File: src/rtl/mem_arbiter.sv
// rtl/mem_arbiter.sv - two-client round-robin arbiter splitting 4-word line bursts into single-word SRAM accesses
module mem_arbiter #(
    parameter int DATA_WIDTH    = 32,
    parameter int ADDRESS_WIDTH = 21
) (
    input  logic                     i_Clk,
    input  logic                     i_Reset_n,
    input  logic                     i_DC_MEM_Valid,
    input  logic                     i_DC_MEM_Read_Write_n,
    input  logic [ADDRESS_WIDTH-1:0] i_DC_MEM_Address,
    input  logic [DATA_WIDTH-1:0]    i_DC_MEM_Data,
    input  logic                     i_IC_MEM_Valid,
    input  logic                     i_IC_MEM_Read_Write_n,
    input  logic [ADDRESS_WIDTH-1:0] i_IC_MEM_Address,
    input  logic [DATA_WIDTH-1:0]    i_IC_MEM_Data,
    output logic                     o_DC_MEM_Valid,
    output logic                     o_DC_MEM_Data_Read,
    output logic                     o_DC_MEM_Last,
    output logic [DATA_WIDTH-1:0]    o_DC_MEM_Data,
    output logic                     o_IC_MEM_Valid,
    output logic                     o_IC_MEM_Data_Read,
    output logic                     o_IC_MEM_Last,
    output logic [DATA_WIDTH-1:0]    o_IC_MEM_Data,
    output logic                     o_SRAM_Req,
    output logic                     o_SRAM_We,
    output logic [ADDRESS_WIDTH-1:0] o_SRAM_Address,
    output logic [DATA_WIDTH-1:0]    o_SRAM_Write_Data,
    input  logic                     i_SRAM_Ack,
    input  logic [DATA_WIDTH-1:0]    i_SRAM_Read_Data
);

    typedef enum logic [2:0] {
        S_IDLE,
        S_SETUP,
        S_ACCESS,
        S_RGAP,
        S_WSETTLE,
        S_DONE
    } state_t;

    state_t                   state;
    logic                     grant_ic;
    logic                     last_grant_ic;
    logic                     line_read;
    logic                     settle_cnt;
    logic [1:0]               beat;
    logic [ADDRESS_WIDTH-3:0] line_base;
    logic [DATA_WIDTH-1:0]    read_data;

    logic                     sel_read_write_n;
    logic [ADDRESS_WIDTH-1:0] sel_address;
    logic [DATA_WIDTH-1:0]    sel_data;
    logic [1:0]               unused_offset;

    assign sel_read_write_n = grant_ic ? i_IC_MEM_Read_Write_n : i_DC_MEM_Read_Write_n;
    assign sel_address      = grant_ic ? i_IC_MEM_Address      : i_DC_MEM_Address;
    assign sel_data         = grant_ic ? i_IC_MEM_Data         : i_DC_MEM_Data;
    // The word offset always comes from the beat counter, never from the client.
    assign unused_offset    = sel_address[1:0];

    assign o_DC_MEM_Data = read_data;
    assign o_IC_MEM_Data = read_data;

    always_ff @(posedge i_Clk or negedge i_Reset_n) begin
        if (!i_Reset_n) begin
            state              <= S_IDLE;
            grant_ic           <= 1'b0;
            last_grant_ic      <= 1'b1;
            line_read          <= 1'b0;
            settle_cnt         <= 1'b0;
            beat               <= 2'd0;
            line_base          <= '0;
            read_data          <= '0;
            o_DC_MEM_Valid     <= 1'b0;
            o_DC_MEM_Data_Read <= 1'b0;
            o_DC_MEM_Last      <= 1'b0;
            o_IC_MEM_Valid     <= 1'b0;
            o_IC_MEM_Data_Read <= 1'b0;
            o_IC_MEM_Last      <= 1'b0;
            o_SRAM_Req         <= 1'b0;
            o_SRAM_We          <= 1'b0;
            o_SRAM_Address     <= '0;
            o_SRAM_Write_Data  <= '0;
        end else begin
            o_DC_MEM_Valid     <= 1'b0;
            o_DC_MEM_Data_Read <= 1'b0;
            o_DC_MEM_Last      <= 1'b0;
            o_IC_MEM_Valid     <= 1'b0;
            o_IC_MEM_Data_Read <= 1'b0;
            o_IC_MEM_Last      <= 1'b0;

            case (state)
                S_IDLE: begin
                    if (i_DC_MEM_Valid || i_IC_MEM_Valid) begin
                        if (i_DC_MEM_Valid && i_IC_MEM_Valid) begin
                            grant_ic <= ~last_grant_ic;
                        end else begin
                            grant_ic <= i_IC_MEM_Valid;
                        end
                        state <= S_SETUP;
                    end
                end

                S_SETUP: begin
                    line_read         <= sel_read_write_n;
                    line_base         <= sel_address[ADDRESS_WIDTH-1:2];
                    o_SRAM_We         <= ~sel_read_write_n;
                    o_SRAM_Write_Data <= sel_data;
                    o_SRAM_Address    <= {sel_address[ADDRESS_WIDTH-1:2], 2'b00};
                    o_SRAM_Req        <= 1'b1;
                    beat              <= 2'd0;
                    state             <= S_ACCESS;
                end

                S_ACCESS: begin
                    if (i_SRAM_Ack) begin
                        o_SRAM_Req <= 1'b0;
                        if (line_read) begin
                            read_data      <= i_SRAM_Read_Data;
                            o_DC_MEM_Valid <= ~grant_ic;
                            o_IC_MEM_Valid <= grant_ic;
                        end else begin
                            o_DC_MEM_Data_Read <= ~grant_ic;
                            o_IC_MEM_Data_Read <= grant_ic;
                        end
                        if (beat == 2'd3) begin
                            o_DC_MEM_Last <= ~grant_ic;
                            o_IC_MEM_Last <= grant_ic;
                            last_grant_ic <= grant_ic;
                            state         <= S_DONE;
                        end else begin
                            beat       <= beat + 2'd1;
                            settle_cnt <= 1'b0;
                            state      <= line_read ? S_RGAP : S_WSETTLE;
                        end
                    end
                end

                S_RGAP: begin
                    o_SRAM_Address <= {line_base, beat};
                    o_SRAM_Req     <= 1'b1;
                    state          <= S_ACCESS;
                end

                // Second cycle samples the word the client advanced after Data_Read.
                S_WSETTLE: begin
                    if (settle_cnt) begin
                        o_SRAM_Write_Data <= sel_data;
                        o_SRAM_Address    <= {line_base, beat};
                        o_SRAM_Req        <= 1'b1;
                        state             <= S_ACCESS;
                    end else begin
                        settle_cnt <= 1'b1;
                    end
                end

                S_DONE: begin
                    beat  <= 2'd0;
                    state <= S_IDLE;
                end

                default: state <= S_IDLE;
            endcase
        end
    end

endmodule

File: config.mk
export PLATFORM = sky130hd
export DESIGN_NAME = mem_arbiter
export DESIGN_NICKNAME = d
export VERILOG_FILES = /design/src/rtl/mem_arbiter.sv
export SDC_FILE = /design/constraint.sdc
export NUM_CORES = 1
export LEC_CHECK = 0
export ABC_CLOCK_PERIOD_IN_PS = 4400
export BUFFER_PORTS_ARGS = -buffer_cell sky130_fd_sc_hd__buf_2
export CORE_ASPECT_RATIO = 0.6
export CORE_MARGIN = 2
export CORE_UTILIZATION = 25
export DETAILED_ROUTE_END_ITERATION = 10
export PLACE_DENSITY = 0.46
export SLEW_MARGIN = 20
export SYNTH_ARGS = -nofsm -noshare
export SYNTH_HDL_FRONTEND = slang
export SYNTH_SLANG_ARGS = --single-unit
File: constraint.sdc
create_clock -name i_Clk -period 4.4 [get_ports i_Clk]
set_clock_uncertainty 0.15 [all_clocks]
set_input_delay 0.44 -clock i_Clk [delete_from_list [all_inputs] [get_ports i_Clk]]
set_output_delay 0.44 -clock i_Clk [all_outputs]
set_load 0.01 [all_outputs]
==> results_dict.tcl, run 1 <==
set metrics [dict create \
    status "completed" \
    postCtsHoldBufs 1 \
    holdCritPathClass "primary input to flop" \
    row_count 44 \
    firstDrtPassIters 4 \
    synth.avg_cell_area_um2 12.4 \
    synth_top_cell_by_area "dfrtp_1" \
    drive_above_1_share_pct 56.6 \
    cts_inserted_buffers 17 \
    powerDensity_nw_per_um2 781 \
    final_max_slew_viol_count 0 \
    tightestPinTransition_ps 957 \
    synth_flop_cell "dfrtp_1" \
    gp_congestion 0.691 \
    dieHeight_um 127 \
    overflow 0 \
    antenna_found_initial 2 \
    cts_tree "done" \
    vias_per_cell 4.41 \
    setup_tns_ps 0 \
    ys_ff_latch 121 \
    ys_seq_area_share_pct 48.3 \
    setup.worst_path.start "state[2]$_DFFE_PN0P_" \
    clkTransAtPathRegs_ps 60 \
    routed_wl_um 17900 \
    ctsResizeCount 0 \
    cp.required_ps 4530 \
    hpwl_um 12600 \
    syn_inst 507 \
    die_w_um 208 \
    grt_setup_unrepaired "false" \
    netlist_area_um2 6270 \
    clk_latency_ps 410 \
    fin_total_pwr_mw 6.42 \
    clockPowerShare_pct 21.9 \
    slew-limit-headroom_pct 36.2 \
    num_vias 4712 \
    netlist_top_cells_area "dfrtp_1 48%, mux2_2 11%, mux2_4 6.7%, buf_4 4.1%, mux2i_1 3.5%" \
    synth_cell_types 45 \
    path_class "flop to flop" \
    ys_warn_count 0 \
    power.leakage_nw 3.97 \
    fin_util_pct 33.7 \
    hold_viol_final 0 \
    max_stage_delay_ps 900 \
    cts_root_buf "clkbuf_16" \
    netlist_top_cells_count "120 x dfrtp_1, 64 x mux2_2, 34 x buf_4, 28 x mux2_4, 27 x nor2_1" \
    postCtsSetupBuffers 0 \
    crit_chain "nor3b_2 -> buf_4 -> nor3b_1 -> o41ai_1" \
    post-route-period-util_pct 59.5 \
    core-area_um2 24400 \
    setup_viol 0 \
    clockBufferDepth 2 \
    worstReg2RegStart "state[2]$_DFFE_PN0P_" \
    fill_cells 2449 \
    start_util_pct 25.7 \
    grt_max_degree 89 \
    clkSinkCount 121 \
    synth_nets 654 \
    worstPathArrival_ps 2750 \
    maxCapViolations 0 \
    grtUsageTotal_pct 13.7 \
    drc 0 \
    synth-edff-count 0 \
    worst_path_max_delay_cell "dfrtp_1" \
    drt_iter0_drc 262 \
    grt_pass1_wl_um 27400 \
    netSwitchingFraction_pct 37.8 \
    path_max_fanout 31 \
    seqPwrFrac_pct 32.9 \
    pin_count 270 \
    dieArea_um2 26400 \
    wl_per_cell_um 16.7 \
    startpoint_type "flop" \
    cellInternalPower_mw 3.99 \
    nets 881 \
    syn_to_final_growth_pct 31.2 \
    worstSetupEndpointType "flop" \
    io_buffers 265 \
    synth.top_cell.area_share_pct 47.9 \
    worstHoldStart "i_SRAM_Read_Data[25]" \
    switching_power_mw 2.43 \
    yosysMostFrequentCell "dfrtp_1" \
    peakVddDrop_uv 340 \
    fin_crit_ps 2620 \
    async_flop_share_pct 100 \
    fmaxAchievable_ghz 0.382 \
    grt_pass1_vias 4622 \
    postRouteAntennaNets 0 \
    combPwrFrac_pct 45.1 \
    h-tree-depth 4 \
]
-- flip-flops by register name (all words and copies together) (netlist names) --
name	count
grant_ic	1
o_DC_MEM_Valid	1
o_DC_MEM_Data_Read	1
settle_cnt	1
state	3
o_DC_MEM_Last	1
line_base	19
o_SRAM_Req	1
o_SRAM_We	1
o_IC_MEM_Data_Read	1
o_SRAM_Address	21
o_DC_MEM_Data	32
last_grant_ic	1
beat	2
line_read	1
o_SRAM_Write_Data	32
o_IC_MEM_Last	1
o_IC_MEM_Valid	1
-- cells by family (layout without fill, tap and decap cells) --
kind of cell,Yosys count,in the layout,synth area share (%)
flip-flops,121,121,48.3
adder cells (fa/ha/maj),2,2,0.399
multiplexers,119,119,22.6
other,0,1,0
AND/OR/NAND/NOR,129,129,12.7
buffers and inverters,74,313,8.00
AO/OA/AOI/OAI,62,62,8.02
-- worst max-delay path: cells and delay by family, from the launching register on --
kind                   cells  cell delay (ps)
AND/OR/NAND/NOR            2              670
AO/OA/AOI/OAI              1              420
buffers and inverters      1              340
flip-flops                 1              900
-- power by group through the flow --
stage                     clock network, mW  registers (mW)  logic (mW)
final                                  1.41            2.12        2.90
after global routing                   1.52            2.22        3.15
after CTS                              1.46            2.12        2.95
after detailed placement                  0            2.13        2.95
after global placement                    0            2.13        2.95
after floorplan                           0            2.18        2.04
-- final cells by class --
class                           instances  area [um2]  share of cell area [%]
Multi-Input combinational cell        312        2750                    33.4
Timing Repair Buffer                  280        1450                    17.6
Sequential cell                       121        3030                    36.8
Antenna cell                            1        2.50                  0.0304
Clock inverter                         12         153                    1.86
Tap cell                              322         403                    4.90
Clock buffer                           19         433                    5.26
Inverter                                2        7.51                  0.0913
-- metrics by stage --
stage	hold WS, ps	cell area (um2)	setup slack [ps]	std cells
after floorplan	-5.59	6270	2730	507
after global placement	319	7620	1570	1036
after detailed placement	322	7630	1800	1036
after CTS	73.2	8220	1780	1068
after global routing	72.5	8220	1530	1068
final	104	8230	1780	1069
-- cells in the final DEF, fill, tap and decap left out, drive strengths merged --
master and instances:
a32oi 1, and3b 1, nand4bb 3, nand2 9, buf 279, a31o 4, nor3 20, and4bb 1
nor4b 16, inv 2, mux2i 22, o21ai 5, and3 4, o21bai 3, a21o 1, a2111oi 1
nand3b 2, bufinv 3, or3b 3, ha 2, dlygate4sd3 1, or3 1, a21oi 28, a311oi 2
o21a 1, clkinv 5, nand3 16, clkbuf 19, dfstp 1, nor3b 19, diode 1, o41ai 16
nor2b 5, mux2 97, dfrtp 120, nor2 27, clkinvlp 4, nand2b 2
-- path summary, 6_finish.rpt --
path	endpoint	slack (ps)	cells past startpoint
worst max-delay path	o_SRAM_Address[8]$_DFFE_PN0P_	1780	4
worst min-delay path	o_DC_MEM_Data[25]$_DFFE_PN0P_	100	2
worst max register to register	o_SRAM_Address[8]$_DFFE_PN0P_	1780	4
worst min register to register	o_SRAM_Write_Data[3]$_DFFE_PN0P_	330	1
max in group asynchronous	o_SRAM_Write_Data[7]$_DFFE_PN0P_	2520	3
min in group asynchronous	o_SRAM_Write_Data[13]$_DFFE_PN0P_	510	2
-- metal layers --
| layer | track usage, % | routed length, um | share of wire, % |
|---|---|---|---|
| met1 | 19.6 | 8740 | 49 |
| met2 | 19.8 | 7950 | 45 |
| met3 | 4.28 | 1060 | 5.9 |
| met4 | 3.55 | 112 | 0.63 |
| met5 | 0 | 13 | 0.073 |
Power figures use the tool's default switching activity.
==> run 2, diff against run 1 <==
Settings changed: ABC_AREA from default to 1, ABC_CLOCK_PERIOD_IN_PS 4400 to 2600, PLACE_DENSITY 0.46 to 0.47.
Clock period 4.4 ns to 2.6 ns, I/O delays scaled along.
==> run 2 against run 1 <==
Net effect: area after synthesis decreased by 2.7%; first-iteration DRC count is 23% lower; non-clock buffer count rose by 83; critical path depth is 3 higher; critical path type unchanged.
==> results_dict.tcl, run 2 <==
set metrics [dict create \
    postCtsHoldBufs 82 \
    async_flop_share_pct 100 \
    worstPathArrival_ps 2540 \
    fmaxAchievable_ghz 0.427 \
    synth.top_cell.area_share_pct 49.2 \
    startpoint_type "flop" \
    cp.required_ps 2790 \
    wl_per_cell_um 12.7 \
    overflow 0 \
    ys_ff_latch 121 \
    synth-edff-count 0 \
    die_w_um 206 \
    clockBufferDepth 2 \
    core-area_um2 24100 \
    num_antenna_cells 0 \
    antenna_found_initial 0 \
    pin_count 270 \
    fin_crit_ps 2340 \
    netlist_top_cells_count "431 x nand2_1, 120 x dfrtp_1, 60 x nand3_1, 41 x inv_1, 33 x buf_4" \
    dieHeight_um 125 \
    layout_commonest_cell "nand2_1" \
    h-tree-depth 4 \
    clkSinkCount 121 \
    num_vias 5905 \
    grt_setup_unrepaired "false" \
    setup_viol 0 \
    postCtsSetupBuffers 0 \
    syn_inst 797 \
    ys_warn_count 0 \
    yosysMostFrequentCell "nand2_1" \
    cts_root_buf "clkbuf_16" \
    slew-limit-headroom_pct 55.2 \
    start_util_pct 25.3 \
    setup_tns_ps 0 \
    routed_wl_um 18400 \
    gp_congestion 0.775 \
    worstHoldStart "i_DC_MEM_Data[13]" \
    layoutNonFillerInstCount 1442 \
    cts_tree "done" \
    ys_seq_area_share_pct 49.7 \
    clk_latency_ps 410 \
    final_max_slew_viol_count 0 \
    grtUsageTotal_pct 15.1 \
    io_buffers 265 \
    cts_inserted_buffers 17 \
    path_class "flop to flop" \
    synth_top_cell_by_area "dfrtp_1" \
    vias_per_cell 4.10 \
    path_max_fanout 32 \
    clkTransAtPathRegs_ps 60 \
    holdCritPathClass "primary input to flop" \
    postRouteAntennaNets 0 \
    worstSetupEndpointType "flop" \
    final_cell_mix "431 x nand2_1, 264 x buf_2, 119 x dfrtp_1" \
    powerDensity_nw_per_um2 1220 \
    setup.worst_path.start "grant_ic$_DFFE_PN0P_" \
    row_count 44 \
    netlist_top_cells_area "dfrtp_1 49%, nand2_1 27%, nand3_1 4.9%, o21ai_2 4.2%, buf_4 4.1%" \
    grt_pass1_vias 5976 \
    dp.cells 1328 \
    fin_util_pct 37.3 \
    nets 1254 \
    synth_cell_types 25 \
    firstDrtPassIters 4 \
    status "completed" \
    power.leakage_nw 5.08 \
    dieArea_um2 25700 \
    drive_above_1_share_pct 31.8 \
    synth_flop_cell "dfrtp_1" \
    post-route-period-util_pct 90.2 \
    grt_pass1_wl_um 30600 \
    synth_nets 944 \
    maxCapViolations 0 \
    peakVddDrop_uv 445 \
    synth.avg_cell_area_um2 7.65 \
    hpwl_um 12700 \
    syn_to_final_growth_pct 47.2 \
    ctsResizeCount 0 \
    worstReg2RegStart "grant_ic$_DFFE_PN0P_" \
    tightestPinTransition_ps 672 \
    drc 0 \
    fin_total_pwr_mw 11.0 \
    grt_max_degree 65 \
    drt_iter0_drc 202 \
    netlist_area_um2 6100 \
    hold_viol_final 0 \
]
==> run 2: cell count changes after synthesis, sizes merged, moves of 27 or more <==
cell   change
nand2    +425
mux2      -97
inv       +43
nand3     +47
o21ai     +34
a21oi     -27
==> run 2: worst paths after layout <==
| check | endpoint | slack (ps) | cells after the start |
|---|---|---|---|
| worst min register to register | o_SRAM_Address[3]$_DFFE_PN0P_ | 320 | 2 |
| min in group asynchronous | o_SRAM_Write_Data[9]$_DFFE_PN0P_ | 220 | 2 |
| worst max register to register | o_SRAM_Write_Data[11]$_DFFE_PN0P_ | 260 | 7 |
| max in group asynchronous | o_SRAM_Write_Data[28]$_DFFE_PN0P_ | 1450 | 3 |
| worst max-delay path | o_SRAM_Write_Data[11]$_DFFE_PN0P_ | 260 | 7 |
| worst min-delay path | o_SRAM_Write_Data[13]$_DFFE_PN0P_ | 20 | 5 |
==> run 2: layout make-up <==
class | instances | area [um2]
fill | 2475 | 15100
sequential | 121 | 3030
multi-input combinational | 559 | 2420
timing repair buffer | 363 | 2310
clock buffer | 21 | 470
tap | 322 | 403
clock inverter | 11 | 169
inverter | 45 | 169
==> run 2: kinds of logic (layout without fill, tap and decap cells) <==
kind of cell    Yosys count  after routing  synth area share (%)
compound gates           41             41                  5.38
fa+ha+maj                 2              2                 0.410
flops                   121            121                  49.7
buf+inv                 117            440                  10.6
simple gates            516            516                  34.0
==> run 2: worst max-delay path, cell delays in order (launching register included) <==
cell           delay (ps)
dfrtp_2               400
inv_2                 490
buf_4                 370
nand2_1                80
nand2_1                70
dlygate4sd3_1         550
nand2_1                70
o21ai_2                70
==> run 2: layer usage <==
| metal | global-route usage [%] | wire length (um) | vias up | part of all wire [%] |
|---|---|---|---|---|
| li1 | - | - | 3044 | - |
| met4 | 3.81 | 166 | 0 | 0.90 |
| met5 | 0 | 0 | - | 0 |
| met3 | 4.38 | 1150 | 10 | 6.2 |
| met1 | 21.1 | 9250 | 2682 | 50 |
| met2 | 22.8 | 7820 | 169 | 43 |
==> run 2: per-stage QoR <==
step                cell area [um2]  hold WS, ps  setup slack (ps)
floorplan                      6100         -186              1100
global placement               7520          106               620
detailed placement             7520          102               587
CTS                            8980        0.295               234
global route                   8980         30.5              72.5
finish                         8980         21.4               256
==> run 2: where the power goes <==
| group | switching (mW) | total, mW | internal, mW |
|---|---|---|---|
| sequential | 0.520 | 3.28 | 2.76 |
| combinational | 3.18 | 5.14 | 1.96 |
| clock | 0.884 | 2.56 | 1.68 |
==> run 3, diff against run 2 <==
Settings changed: ABC_AREA 1 to default, PLACE_DENSITY 0.47 to 0.46.
==> run 3 against run 2 <==
Net effect: power fell by 0.49%; final area fell by 3.2%; register-to-register slack improved by 240 ps; core utilization fell by 1.7 points; global-route usage fell by 1.3 points; via count fell by 18%; sequential power rose by 7.0%; final cell count fell by 23%; worst hold slack improved by 2.3 ps; sequential share of layout area rose by 1.1 points; wire length fell by 2.3%; highest routed layer unchanged.
==> results_dict.tcl, run 3 (same netlist as run 1, synthesis figures left out) <==
set metrics [dict create \
    cp.required_ps 2740 \
    setup_viol 0 \
    postCtsSetupBuffers 0 \
    drc 0 \
    nets 927 \
    worstRegToRegCells 3 \
    peakVddDrop_uv 445 \
    setup_tns_ps 0 \
    power.leakage_nw 4.17 \
    powerDensity_nw_per_um2 1260 \
    path_class "flop to flop" \
    die_w_um 208 \
    post-route-period-util_pct 80.9 \
    fmaxAchievable_ghz 0.475 \
    clk_latency_ps 410 \
    cts_tree "done" \
    vias_per_cell 4.36 \
    startpoint_type "flop" \
    setup.worst_path.start "state[2]$_DFFE_PN0P_" \
    status "completed" \
    final_max_slew_viol_count 0 \
    slew-limit-headroom_pct 54.1 \
    io_buffers 265 \
    path_max_fanout 18 \
    fin_total_pwr_mw 10.9 \
    clockBufferDepth 2 \
    syn_to_final_growth_pct 38.6 \
    grt_max_degree 47 \
    layout_commonest_cell "buf_2" \
    core-area_um2 24400 \
    fill_cells 2430 \
    maxCapViolations 0 \
    cts_root_buf "clkbuf_16" \
    r2r_slack_ps 500 \
    pin_count 270 \
    gp_congestion 0.730 \
    cts_inserted_buffers 17 \
    drt_iter0_drc 233 \
    dieArea_um2 26400 \
    tightestPinTransition_ps 687 \
    grtUsageTotal_pct 13.7 \
    overflow 0 \
    worstReg2RegStart "state[2]$_DFFE_PN0P_" \
    num_antenna_cells 0 \
    cp-endpoint "o_SRAM_Address[3]$_DFFE_PN0P_" \
    fin_crit_ps 2100 \
    antenna_found_initial 0 \
    worstSetupEndpointType "flop" \
    start_util_pct 25.7 \
    drive_above_1_share_pct 54.3 \
    hpwl_um 13000 \
    clkSinkCount 121 \
    grt_pass1_vias 4820 \
    clkTransAtPathRegs_ps 50 \
    dieHeight_um 127 \
    routed_wl_um 18000 \
    grt_pass1_wl_um 28000 \
    place_ws_ps 356 \
    h-tree-depth 4 \
    holdCritPathClass "primary input to flop" \
    worstPathArrival_ps 2250 \
    postRouteAntennaNets 0 \
    r2r_end "o_SRAM_Address[3]$_DFFE_PN0P_" \
    postCtsHoldBufs 36 \
    hold_viol_final 0 \
    row_count 44 \
    grt_setup_unrepaired "false" \
    ctsResizeCount 0 \
    final_cell_mix "264 x buf_2, 119 x dfrtp_1, 64 x mux2_2" \
    num_vias 4857 \
    firstDrtPassIters 4 \
    postLayoutSetupSlackWorst_ps 496 \
    wl_per_cell_um 16.1 \
]
## run 3: cell types whose count changed in the layout (fill, tap and decap cells not counted), moves of 29 or more
| cell | before | now |
|---|---|---|
| inv_1 | 41 | 2 |
| dlygate4sd3_1 | 82 | 36 |
| o21ai_2 | 29 | 0 |
| nand3_1 | 60 | 16 |
| nand2_1 | 431 | 8 |
| mux2_2 | 0 | 64 |
## run 3: worst max-delay path, cell delays in order, from the launching register on
cell and delay [ps]:
dfrtp_1 740, nand4bb_1 520, and3_1 370, a31o_2 210
## run 3: per-layer routing
metal	vias to the layer above	wire length [um]	track usage (%)
met3	11	1000	4.23
met2	145	8010	20.2
li1	2364	-	-
met1	2337	8810	19.4
met5	-	0	0
met4	0	138	3.89
## run 3: area by class of cell
type	count	area (um2)	share of cell area, %
Sequential cell	121	3030	34.9
Multi-Input combinational cell	312	2750	31.7
Timing Repair Buffer	326	1940	22.4
Clock buffer	23	458	5.27
Tap cell	322	403	4.64
Clock inverter	8	97.6	1.12
Inverter	2	7.51	0.0864
## run 3: power breakdown
group | leakage, nW | switching, mW | internal [mW]
registers | 1.44 | 0.690 | 2.82
logic | 2.47 | 2.54 | 2.60
clock network | 0.263 | 0.843 | 1.43
total | 4.17 | 4.08 | 6.85
## run 3: through the flow
| stage | instance area, um2 | util [%] | std cells | hold WS [ps] |
|---|---|---|---|---|
| final | 8690 | 35.6 | 1114 | 23.7 |
| after global routing | 8690 | 35.6 | 1114 | 24.5 |
| after CTS | 8680 | 35.6 | 1114 | 3.37 |
| after detailed placement | 7770 | 31.9 | 1047 | 61.8 |
| after global placement | 7770 | 31.9 | 1047 | 64.4 |
| after floorplan | 6270 | - | 507 | -186 |
## run 3: worst min-delay path by stage
stage / from / end / cells past startpoint
final: i_DC_MEM_Read_Write_n / o_SRAM_We$_DFFE_PN0P_ / 4
after global placement: i_Reset_n / o_SRAM_Write_Data[13]$_DFFE_PN0P_ / 1
after CTS: i_IC_MEM_Address[17] / line_base[15]$_DFFE_PN0P_ / 3
after detailed placement: i_Reset_n / o_SRAM_Write_Data[13]$_DFFE_PN0P_ / 1
after global routing: i_IC_MEM_Address[16] / line_base[14]$_DFFE_PN0P_ / 3
after floorplan: i_Reset_n / beat[0]$_DFFE_PN0P_ / 0
